===== src/rtl/muldiv_unit.sv =====
// Iterative multiply/divide unit: radix-2 shift-add multiply and restoring divide over WIDTH
// iterations, with a sign fix-up cycle that loads HI/LO. Honours the pipeline freeze halt_i.
module muldiv_unit #(
    parameter int unsigned WIDTH = 32
) (
    input  logic             clk_i,
    input  logic             rst_i,
    input  logic             halt_i,
    input  logic             start_i,
    input  logic [1:0]       op_i,
    input  logic [WIDTH-1:0] data1_i,
    input  logic [WIDTH-1:0] data2_i,
    output logic [WIDTH-1:0] hi_o,
    output logic [WIDTH-1:0] lo_o,
    output logic             busy_o,
    output logic             done_o
);

    localparam int unsigned CntW = $clog2(WIDTH) + 1;

    typedef enum logic [1:0] {StIdle, StCalc, StFix} state_e;

    state_e            state_q, state_d;
    logic [CntW-1:0]   cnt_q, cnt_d;
    logic [1:0]        op_q, op_d;
    logic              sign1_q, sign1_d, sign2_q, sign2_d, dbz_q, dbz_d;
    logic [WIDTH-1:0]  orig_q, orig_d, mag_q, mag_d, rem_q, rem_d, quo_q, quo_d;
    logic [WIDTH-1:0]  hi_q, hi_d, lo_q, lo_d;
    logic              busy_q, busy_d, done_q, done_d;

    logic              last_iter;
    logic              s1, s2;
    logic [WIDTH-1:0]  m1, m2;
    logic [WIDTH:0]    mul_sum, div_shift, div_diff;
    logic [2*WIDTH-1:0] prod, prod_neg;

    assign last_iter = (cnt_q == CntW'(WIDTH - 1));

    // State register
    always_ff @(posedge clk_i) begin
        if (rst_i) begin
            state_q <= StIdle;
        end else begin
            state_q <= state_d;
        end
    end

    // Next-state logic
    always_comb begin
        state_d = state_q;
        if (!halt_i) begin
            case (state_q)
                StIdle:  if (start_i) state_d = StCalc;
                StCalc:  if (last_iter) state_d = StFix;
                StFix:   state_d = StIdle;
                default: state_d = StIdle;
            endcase
        end
    end

    // Operand magnitudes; signed ops take the two's-complement absolute value.
    always_comb begin
        s1 = op_i[1] & data1_i[WIDTH-1];
        s2 = op_i[1] & data2_i[WIDTH-1];
        m1 = s1 ? (~data1_i + WIDTH'(1)) : data1_i;
        m2 = s2 ? (~data2_i + WIDTH'(1)) : data2_i;
    end

    always_comb begin
        mul_sum   = {1'b0, rem_q} + {1'b0, (quo_q[0] ? mag_q : {WIDTH{1'b0}})};
        div_shift = {rem_q, quo_q[WIDTH-1]};
        div_diff  = div_shift - {1'b0, mag_q};
        prod      = {rem_q, quo_q};
        prod_neg  = ~prod + (2*WIDTH)'(1);
    end

    // Datapath and registered outputs
    always_comb begin
        cnt_d   = cnt_q;
        op_d    = op_q;
        sign1_d = sign1_q;
        sign2_d = sign2_q;
        dbz_d   = dbz_q;
        orig_d  = orig_q;
        mag_d   = mag_q;
        rem_d   = rem_q;
        quo_d   = quo_q;
        hi_d    = hi_q;
        lo_d    = lo_q;
        busy_d  = busy_q;
        done_d  = done_q;
        if (!halt_i) begin
            busy_d = (state_d != StIdle);
            done_d = (state_q == StFix);
            case (state_q)
                StIdle: begin
                    if (start_i) begin
                        op_d    = op_i;
                        sign1_d = s1;
                        sign2_d = s2;
                        dbz_d   = op_i[0] && (data2_i == '0);
                        orig_d  = data1_i;
                        cnt_d   = '0;
                        rem_d   = '0;
                        // Multiply: quo holds the multiplier; divide: quo holds the dividend.
                        mag_d   = op_i[0] ? m2 : m1;
                        quo_d   = op_i[0] ? m1 : m2;
                    end
                end
                StCalc: begin
                    cnt_d = cnt_q + CntW'(1);
                    if (!op_q[0]) begin
                        rem_d = mul_sum[WIDTH:1];
                        quo_d = {mul_sum[0], quo_q[WIDTH-1:1]};
                    end else if (!div_diff[WIDTH]) begin
                        rem_d = div_diff[WIDTH-1:0];
                        quo_d = {quo_q[WIDTH-2:0], 1'b1};
                    end else begin
                        rem_d = div_shift[WIDTH-1:0];
                        quo_d = {quo_q[WIDTH-2:0], 1'b0};
                    end
                end
                StFix: begin
                    if (!op_q[0]) begin
                        {hi_d, lo_d} = (sign1_q ^ sign2_q) ? prod_neg : prod;
                    end else if (dbz_q) begin
                        hi_d = orig_q;
                        lo_d = '1;
                    end else begin
                        lo_d = (sign1_q ^ sign2_q) ? (~quo_q + WIDTH'(1)) : quo_q;
                        hi_d = sign1_q ? (~rem_q + WIDTH'(1)) : rem_q;
                    end
                end
                default: ;
            endcase
        end
    end

    always_ff @(posedge clk_i) begin
        if (rst_i) begin
            cnt_q   <= '0;
            op_q    <= '0;
            sign1_q <= 1'b0;
            sign2_q <= 1'b0;
            dbz_q   <= 1'b0;
            orig_q  <= '0;
            mag_q   <= '0;
            rem_q   <= '0;
            quo_q   <= '0;
            hi_q    <= '0;
            lo_q    <= '0;
            busy_q  <= 1'b0;
            done_q  <= 1'b0;
        end else begin
            cnt_q   <= cnt_d;
            op_q    <= op_d;
            sign1_q <= sign1_d;
            sign2_q <= sign2_d;
            dbz_q   <= dbz_d;
            orig_q  <= orig_d;
            mag_q   <= mag_d;
            rem_q   <= rem_d;
            quo_q   <= quo_d;
            hi_q    <= hi_d;
            lo_q    <= lo_d;
            busy_q  <= busy_d;
            done_q  <= done_d;
        end
    end

    assign hi_o   = hi_q;
    assign lo_o   = lo_q;
    assign busy_o = busy_q;
    assign done_o = done_q;

endmodule


===== config.mk =====
export PLATFORM = sky130hd
export DESIGN_NAME = muldiv_unit
export DESIGN_NICKNAME = d
export VERILOG_FILES = /design/src/rtl/muldiv_unit.sv
export SDC_FILE = /design/constraint.sdc
export NUM_CORES = 1
export LEC_CHECK = 0
export ABC_AREA = 1
export ABC_CLOCK_PERIOD_IN_PS = 3000
export CORE_ASPECT_RATIO = 1.1
export CORE_MARGIN = 2
export CORE_UTILIZATION = 40
export DETAILED_ROUTE_END_ITERATION = 7
export SETUP_SLACK_MARGIN = 0.2
export SYNTH_ARGS = -nofsm -noshare
export SYNTH_HDL_FRONTEND = slang
export SYNTH_SLANG_ARGS = --single-unit

===== constraint.sdc =====
create_clock -name clk_i -period 3 [get_ports clk_i]
set_input_delay 0.45 -clock clk_i [delete_from_list [all_inputs] [get_ports clk_i]]
set_output_delay 0.45 -clock clk_i [all_outputs]
set_load 0.05 [all_outputs]

Word level (Yosys, flattened, before mapping):

Cells that the tools add are included.

* register bits: 206
* input port bits: 70
* output and inout bits: 66
* logic and storage cells: 69

* add/subtract/negate cells: 8
* equal/unequal tests: 4
* muxes and demuxes: 26
* bitwise logic cells: 9
* reductions and logical operators: 8

Operators by type and width (number)
* 32-bit two-way mux: 16
* 32-bit by 1-bit adder with 32-bit output (second input constant): 4
* 32-bit NOT: 4
* 32-bit one-hot mux with 2 select lines: 2
* 64-bit by 1-bit adder with 64-bit output (second input constant): 1
* 64-bit two-way mux: 1
* 64-bit NOT: 1
* 32-bit by 32-bit adder with 33-bit output: 1
* 33-bit by 32-bit subtractor with 33-bit output: 1
* 32-bit zero test: 1
* 6-bit one-hot mux with 2 select lines: 1
* 6-bit by 1-bit adder with 6-bit output (second input constant): 1
* 6-bit by 5-bit equality test with 1-bit output (second input constant): 1
* 2-bit two-way mux: 3
* 6-bit two-way mux: 1
* 3-bit AND reduction: 2
* 2-bit one-hot mux with 2 select lines: 1
* 2-bit nonzero test: 2
* 1-bit bitwise AND: 2
* 2-bit by 1-bit equality test with 1-bit output (second input constant): 1
* 2-bit equality test (second input constant): 1
* 2-bit zero test: 1
* 2-bit != test (second input constant): 1
* 2-bit AND reduction: 1
* 4 further kinds: 4

Depth between registers and ports, before layout:

Gate-level depths: netlist of run 1.

* word-level depth: 6
* depth in mapped cells: 20
* mapped depth without buffers: 18

Least setup slack after synthesis of run 1:

No wires, ideal clock.

* path type: register -> register
* from: reg quo_q[0]
* to: reg rem_q[13]
* setup time: 132 ps
* data arrival time: 2378 ps
* required time: 2868 ps
* slack: 490 ps
* cell stages (with the launch flop): 19
* path buffers: 2
* clock period less this slack: 2510 ps
* path through: dfxtp_1 -> buf_2 -> clkbuf_1 -> nand2_1 -> inv_1 -> ha_1 -> inv_1 -> fa_1 -> inv_1 -> nand3_1 -> nand2_1 -> a21boi_0 -> o21ai_1 -> and2_1 -> o21ai_1 -> nand2_1 -> inv_1 -> nand2_1 -> a21oi_1

* word-level cells in the longest chain between the ends: 4

RTL lines
* start: declaration: RTL line 27 `logic [WIDTH-1:0] orig_q, orig_d, mag_q, mag_d, rem_q, rem_d, quo_q, quo_d;`
* start signal: assignment: RTL line 163 `quo_q <= quo_d;`
* 32-bit two-way mux: RTL line 70 `mul_sum = {1'b0, rem_q} + {1'b0, (quo_q[0] ? mag_q : {WIDTH{1'b0}})};`
* 32-bit by 32-bit adder with 33-bit output: RTL line 70
* 32-bit two-way mux: RTL line 112 `if (!op_q[0]) begin`
* 32-bit one-hot mux with 2 select lines: RTL line 95 `case (state_q)`
* end signal: assignment: RTL line 162 `rem_q <= rem_d;`
* end: declaration: RTL line 27

Every way passes these cells.
A chain may end at the register's enable or synchronous reset.

Worst setup path after layout of run 1:

* from: reg mag_q[20]
* to: reg rem_q[18]

* word-level cells in the longest chain between the ends: 4

RTL lines
* start: declaration: RTL line 27
* start signal: assignment: RTL line 161 `mag_q <= mag_d;`
* 33-bit by 32-bit subtractor with 33-bit output: RTL line 72 `div_diff = div_shift - {1'b0, mag_q};`
* 32-bit two-way mux: RTL line 115 `end else if (!div_diff[WIDTH]) begin`
* 32-bit two-way mux: RTL line 112
* 32-bit one-hot mux with 2 select lines: RTL line 95

Every way passes these cells.

==> impl_results.md, run 1 <==
* M1 WL at 40.5 mm
* Post-Syn Area per Cell at 5.73 um^2
* Placed Area at about 22,000 um^2
* Final setup violation count at 0
* Post-DRT Antenna Nets at 0
* DR pass1 iterations at 5
* Number of synthesized flops with an enable pin at 0
* DP HPWL at 77.8 mm
* H-Tree Depth at 1
* Die X at 214 um
* Arr. time, crit path at around 3200 ps
* Final Cell Area at between 20,000 and 25,000 um^2
* Residual DRC count at 0
* Cell row count at 84
* Slew margin rel. at 50.3%
* RSZ-0062 raised after global routing: true
* Yosys Warn Count at 0
* Syn Inst Count at ~3.4k
* IO Port Bufs at 135
* Wire length on met3 at just over 8 mm
* Clock Skews at between 30 and 40 ps
* FFs w/ async S/R, synth at 0%
* Crit path max-delay family: simple AND/OR/NAND/NOR gates
* Critical Path RT at ~3500 ps
* Min-Delay Path Class: reg -> reg
* Worst hold slack at 456 ps
* CP max FO at 10
* Total GRT Usage at roughly 38%
* Synth area leader: dfxtp_1
* Period minus WS final at around 2700 ps
* Mapped Area at about 19,000 um^2
* Ant diodes at 0
* Die height at around 230 um
* Post-Route WL at between 90 and 100 mm
* Clk root buf: clkbuf_16
* Peak supply drop at roughly 0.00048 V
* Total congestion overflow at 0
* Initial antenna violation count at 1
* Worst path slowest cell: ha_1
* RePlAce Congestion at 1.09
* Main synth FF type: dfxtp_1
* Top Layer Used: met5
* Routed length per instance at 22.9 um
* Top cells by area, synth: dfxtp_1, nand2_1, inv_1
* First-pass GRT wire length at 140 mm
* Post-Syn Nets at 3,515
* Post-synth top area share at about a fifth
* Power per cell area at around 400 nW/um^2
* Cell variety after synth at 54
* Clk sinks at just over 200
* Via count at 23.7k
* Final Hold Fails at 0
* Ports at 136
* Clk slew on worst S/H paths at about 60 ps
* Maxcap violations at 0
* Initial core utilization at 40.4%
* Sequence of cells on the critical path: inv_1 -> ha_1 -> nand2_1 -> nor2_2 -> buf_4 -> nand2_1 -> nor2_2 -> nand2_4 -> nand2_4 -> nand2_8 -> nand2_8 -> buf_12 -> nand3_2 -> nand3_1 -> nand2_1 -> a21oi_2
* Startpoint types: register
* Slew Limit Fails at 0
* Vias per cell at 5.63
* Seq/Total Area, Yosys at between 20% and 30%
* CTS tree: done
* Largest net degree at the start of global routing at 70
* Clock Latency Late Sink at 580 ps
* Core ar. at between 40,000 and 50,000 um^2
* Fin nets at 3,695
* CP peak stage delay at 440 ps
* WL met2 at roughly 43 mm
* Setup_tns at 0 ps
* Area Overhead vs Synth at 19.8%
* CP Class: reg -> reg
* Layout cells sized above 1 at roughly 9.2%
* Fill cell count at between 5k and 6k
* Leak at approximately 11 nW
* TritonCTS Buffers at 25
* Fmax at ~0.38 GHz
* Worst slew pin tran at about 740 ps
* Clock buffer depth at 3
* Status: finished clean
* Worst path buffer plus inverter count at 3
* Period utilization at 88.9%
* Worst setup EP type: register
* Synth Register Bits at 206
* Vias in the first global route at 22.0k
* Die area at between 50,000 and 60,000 um^2
* DR iter-0 viols at 2,538
* Most used cell, CP: nand2_1
-- flip-flops by register name, indices dropped and copies added (netlist names) --
signal   flops
hi_o        32
lo_o        32
mag_q       32
orig_q      32
quo_q       32
rem_q       32
cnt_q        6
state_q      2
busy_o       1
dbz_q        1
done_o       1
op_q         1
sign1_q      1
sign2_q      1
-- path summary, 6_finish.rpt --
path              startpoint         to  slack [ps]  cells after the start
setup reg to reg   mag_q[20]  rem_q[18]         330                     16
setup / recovery   mag_q[20]  rem_q[18]         330                     16
hold / removal        done_o     done_o         460                      2
hold reg to reg       done_o     done_o         460                      2
-- Yosys cell counts (all sizes together) (9+ instances only) --
| master | instances |
|---|---|
| xor2 | 86 |
| o21bai | 13 |
| ha | 69 |
| nand3b | 14 |
| dfxtp | 206 |
| clkbuf | 113 |
| or2 | 12 |
| inv | 473 |
| o221ai | 13 |
| o21ai | 303 |
| nand4 | 46 |
| nand2 | 889 |
| nor3 | 48 |
| a21oi | 287 |
| o211ai | 31 |
| xnor2 | 9 |
| nor2 | 363 |
| nand3 | 295 |
| a31oi | 26 |
| buf | 30 |
-- per-layer routing --
layer | up-vias | global-route usage (%)
met1 | 11039 | 50.1
met2 | 1193 | 60.7
li1 | 11331 | -
met4 | 2 | 16.6
met5 | - | 0
met3 | 173 | 5.35
-- stage by stage --
step / worst slack, ps / std cells / util (%) / power, W
6_report: 334 / 4218 / 48.5 / 0.00925
5_1_grt: 180 / 4218 / 48.5 / 0.00961
4_1_cts: 253 / 4209 / 48.1 / 0.00916
3_5_place_dp: 90.2 / 4163 / 46.2 / 0.00576
3_3_place_gp: 132 / 4163 / 46.2 / 0.00575
2_1_floorplan: 490 / 3374 / - / 0.00468
-- power by group --
part	internal [W]	leakage, nW	switching, W	total (W)
registers	0.00284	1.68	0.000122	0.00296
logic	0.000929	8.94	0.00196	0.00289
clock network	0.00199	0.435	0.00142	0.00340
total	0.00575	11.1	0.00350	0.00925
-- layout by cell type (no fill, tap or decap), drive strengths merged, types with 26 or more instances in the layout --
| master | instances |
|---|---|
| nand2 | 889 |
| inv | 477 |
| nor2 | 363 |
| o21ai | 303 |
| nand3 | 295 |
| a21oi | 287 |
| dfxtp | 206 |
| buf | 162 |
| clkdlybuf4s50 | 134 |
| xor2 | 86 |
| ha | 69 |
| nor3 | 48 |
| nand4 | 46 |
| clkbuf | 33 |
| o211ai | 31 |
| a31oi | 26 |
-- final cells by class --
type / count / area [um^2] / area share, %
Multi-Input combinational cell: 2550 / 12900 / 55.7
Sequential cell: 206 / 4130 / 17.8
Timing Repair Buffer: 296 / 2650 / 11.4
Inverter: 475 / 1780 / 7.70
Tap cell: 645 / 807 / 3.48
Clock buffer: 33 / 686 / 2.96
Clock inverter: 13 / 206 / 0.891
-- worst reg2reg max path, cell delays in order (launching register included) --
cell and delay (ps):
dfxtp_1 380, inv_1 110, ha_1 440, nand2_1 140, nor2_2 130, buf_4 140
nand2_1 60, nor2_2 180, nand2_4 110, nand2_4 110, nand2_8 70, nand2_8 140
buf_12 140, nand3_2 130, nand3_1 130, nand2_1 80, a21oi_2 100
-- cell families after synthesis --
logic type                 Yosys count  share of synthesized area [%]
and+or+nand+nor                   1688                           37.6
DFF                                206                           21.3
xor gates and xnor gates            95                           4.30
adders and majority gates           71                           4.67
buffers and inverters              618                           12.4
AOI/OAI and AO/OA                  696                           19.7
-- timing repair --
action / in CTS / in global routing
setup endpoints to repair: 0 / 34
resized for setup: 0 / 33
hold buffers: 0 / 0
hold endpoints to repair: 0 / 0
buffers inserted: 0 / 9
No activity file was read; power rests on OpenSTA's default activity.
==> inputs of run 2 (changes only) <==
--- a/config.mk
+++ b/config.mk
@@ -7,10 +7,13 @@
 export LEC_CHECK = 0
 export ABC_AREA = 1
 export ABC_CLOCK_PERIOD_IN_PS = 3000
+export CELL_PAD_IN_SITES_DETAIL_PLACEMENT = 1
+export CELL_PAD_IN_SITES_GLOBAL_PLACEMENT = 2
 export CORE_ASPECT_RATIO = 1.1
 export CORE_MARGIN = 2
-export CORE_UTILIZATION = 40
+export CORE_UTILIZATION = 32
 export DETAILED_ROUTE_END_ITERATION = 7
+export PLACE_DENSITY_LB_ADDON = 0.1
 export SETUP_SLACK_MARGIN = 0.2
 export SYNTH_ARGS = -nofsm -noshare
 export SYNTH_HDL_FRONTEND = slang
==> impl_results.md, run 2 (synthesis gave the netlist of run 1 again) <==
* Status: finished clean
* Core ar. at roughly 60,000 um^2
* Commonest non-fill, non-tap cell in the layout: nand2_1
* Dpl ws at around 36 ps
* Total power at between 0.009 and 0.01 W
* H-Tree Depth at 1
* Clock Skews at roughly 32 ps
* CP Class: reg -> reg
* Hold path start: rst_i
* Critical path launch point: quo_q[0]
* Sequence of cells on the critical path: buf_12 -> nand2_1 -> inv_1 -> ha_1 -> nand2_1 -> nor3_1 -> nand4_1 -> nand3_1 -> nand2_1 -> nand3_1 -> nand2_1 -> inv_1 -> nand2_1 -> a21oi_2
* Fill cell count at slightly above 8k
* DR pass1 iterations at 5
* Setup_tns at 0 ps
* Clk slew on worst S/H paths at 60 ps
* CTS tree: done
* Peak supply drop at 0.000509 V
* Die area at around 62,000 um^2
* Area of the multi-input gates at between 10,000 and 15,000 um^2
* Worst path slowest cell: ha_1
* Most used cell, CP: nand2_1
* IO Port Bufs at between 100 and 150
* Largest net degree at the start of global routing at around 120
* Period utilization at around nine tenths
* First-pass GRT wire length at approximately 160 mm
* Clk root buf: clkbuf_16
* Post-DRT Antenna Nets at 0
* CP peak stage delay at roughly 360 ps
* Crit path max-delay family: simple AND/OR/NAND/NOR gates
* Initial core utilization at about a third
* Post-Route WL at between 100 and 150 mm
* RSZ-0062 raised after global routing: true
* Total congestion overflow at 0
* Initial antenna violation count at 2
* Vias in the first global route at 24.0k
* Startpoint types: register
* Ports at between 100 and 150
* DP HPWL at 88.2 mm
* Die X at roughly 240 um
* Power per cell area at roughly 400 nW/um^2
* Clock Latency Late Sink at 610 ps
* Fmax at between 0.3 and 0.4 GHz
* Area Overhead vs Synth at 21.6%
* CP max FO at 32
* DR iter-0 viols at approximately 1.8k
* Clock buffer depth at 3
* Vias per cell at 5.51
* Period minus WS final at between 2000 and 3000 ps
* RePlAce Congestion at a little under 1
* Critical Path RT at roughly 3500 ps
* Leak at roughly 11 nW
* Fin nets at approximately 3.7k
* Final Core Density at 39.4%
* Most frequent cells in the layout: nand2_1, inv_1, nor2_1, o21ai_0, nand3_1
* Slew margin rel. at between 40% and 50%
* Layout cells sized above 1 at 9.80%
* Min-Delay Path Class: in -> reg
* Final WS setup at between 300 and 400 ps
* Die height at roughly 260 um
* Final cell count without fillers at between 4k and 5k
* Final Hold Fails at 0
* Routed length per instance at around 25 um
* Worst slew pin tran at about 780 ps
* Final setup violation count at 0
* Maxcap violations at 0
* FF-to-FF Start: quo_q[0]
* Worst path buffer plus inverter count at 3
* Cell row count at between 90 and 100
* Worst setup EP type: register
* Placed Cells incl. Taps at 4,294
* TritonCTS Buffers at 28
* Slew Limit Fails at 0
* Total GRT Usage at between 30 and 40%
* Via count at 24.0k
* Residual DRC count at 0
* Arr. time, crit path at 3180 ps
* Clk sinks at 206
* Sequential cell area at around 4100 um^2
[run 2: stage by stage]
| stage | hold WS [ps] | cell area [um^2] |
|---|---|---|
| 3_3_place_gp | 455 | 22400 |
| 4_1_cts | 407 | 23300 |
| 5_1_grt | 441 | 23500 |
| 6_report | 440 | 23500 |
| 2_1_floorplan | 430 | 19300 |
| 3_5_place_dp | 463 | 22400 |
[run 2: what timing repair did]
action | 4_1_cts | 5_1_grt
pin swaps | 1 | 11
resized for setup | 3 | 52
setup buffers | 0 | 4
hold buffers | 0 | 0
endpoints found under the setup margin | 7 | 35
[run 2: worst reg2reg max path: cells and delay by family, from the launching register on]
family          cells  cell delay, ps
simple gates        9            1410
fa+ha+maj           1             360
flops               1             340
buf+inv             3             340
compound gates      1             130
[run 2: worst paths after layout]
kind              cells after the start   endpoint  slack [ps]
setup / recovery                     14  rem_q[17]         340
hold / removal                        3  rem_q[18]         440
setup reg to reg                     14  rem_q[17]         340
hold reg to reg                       2     busy_o         470
[run 2: final cells by class]
class / count / area share (%)
multi-input cells: 2550 / 55.3
flip-flops and latches: 206 / 17.6
repair buffers: 299 / 11.5
inverters: 475 / 7.59
well taps: 768 / 4.09
clock buffers: 42 / 3.42
clock inverters: 9 / 0.532
diodes: 1 / 0.0106
[run 2: power breakdown]
group / internal (W) / switching, W / leakage [nW]
Sequential: 0.00284 / 0.000134 / 1.68
Combinational: 0.000922 / 0.00206 / 8.97
Clock: 0.00202 / 0.00148 / 0.447
[run 2: layer usage]
layer | routed length (um) | vias to the layer above | track usage [%]
met2 | 50500 | 651 | 57.4
met4 | 4070 | 0 | 12.0
met5 | 0 | - | 0
li1 | - | 11321 | -
met3 | 4960 | 127 | 2.57
met1 | 48400 | 11870 | 45.3
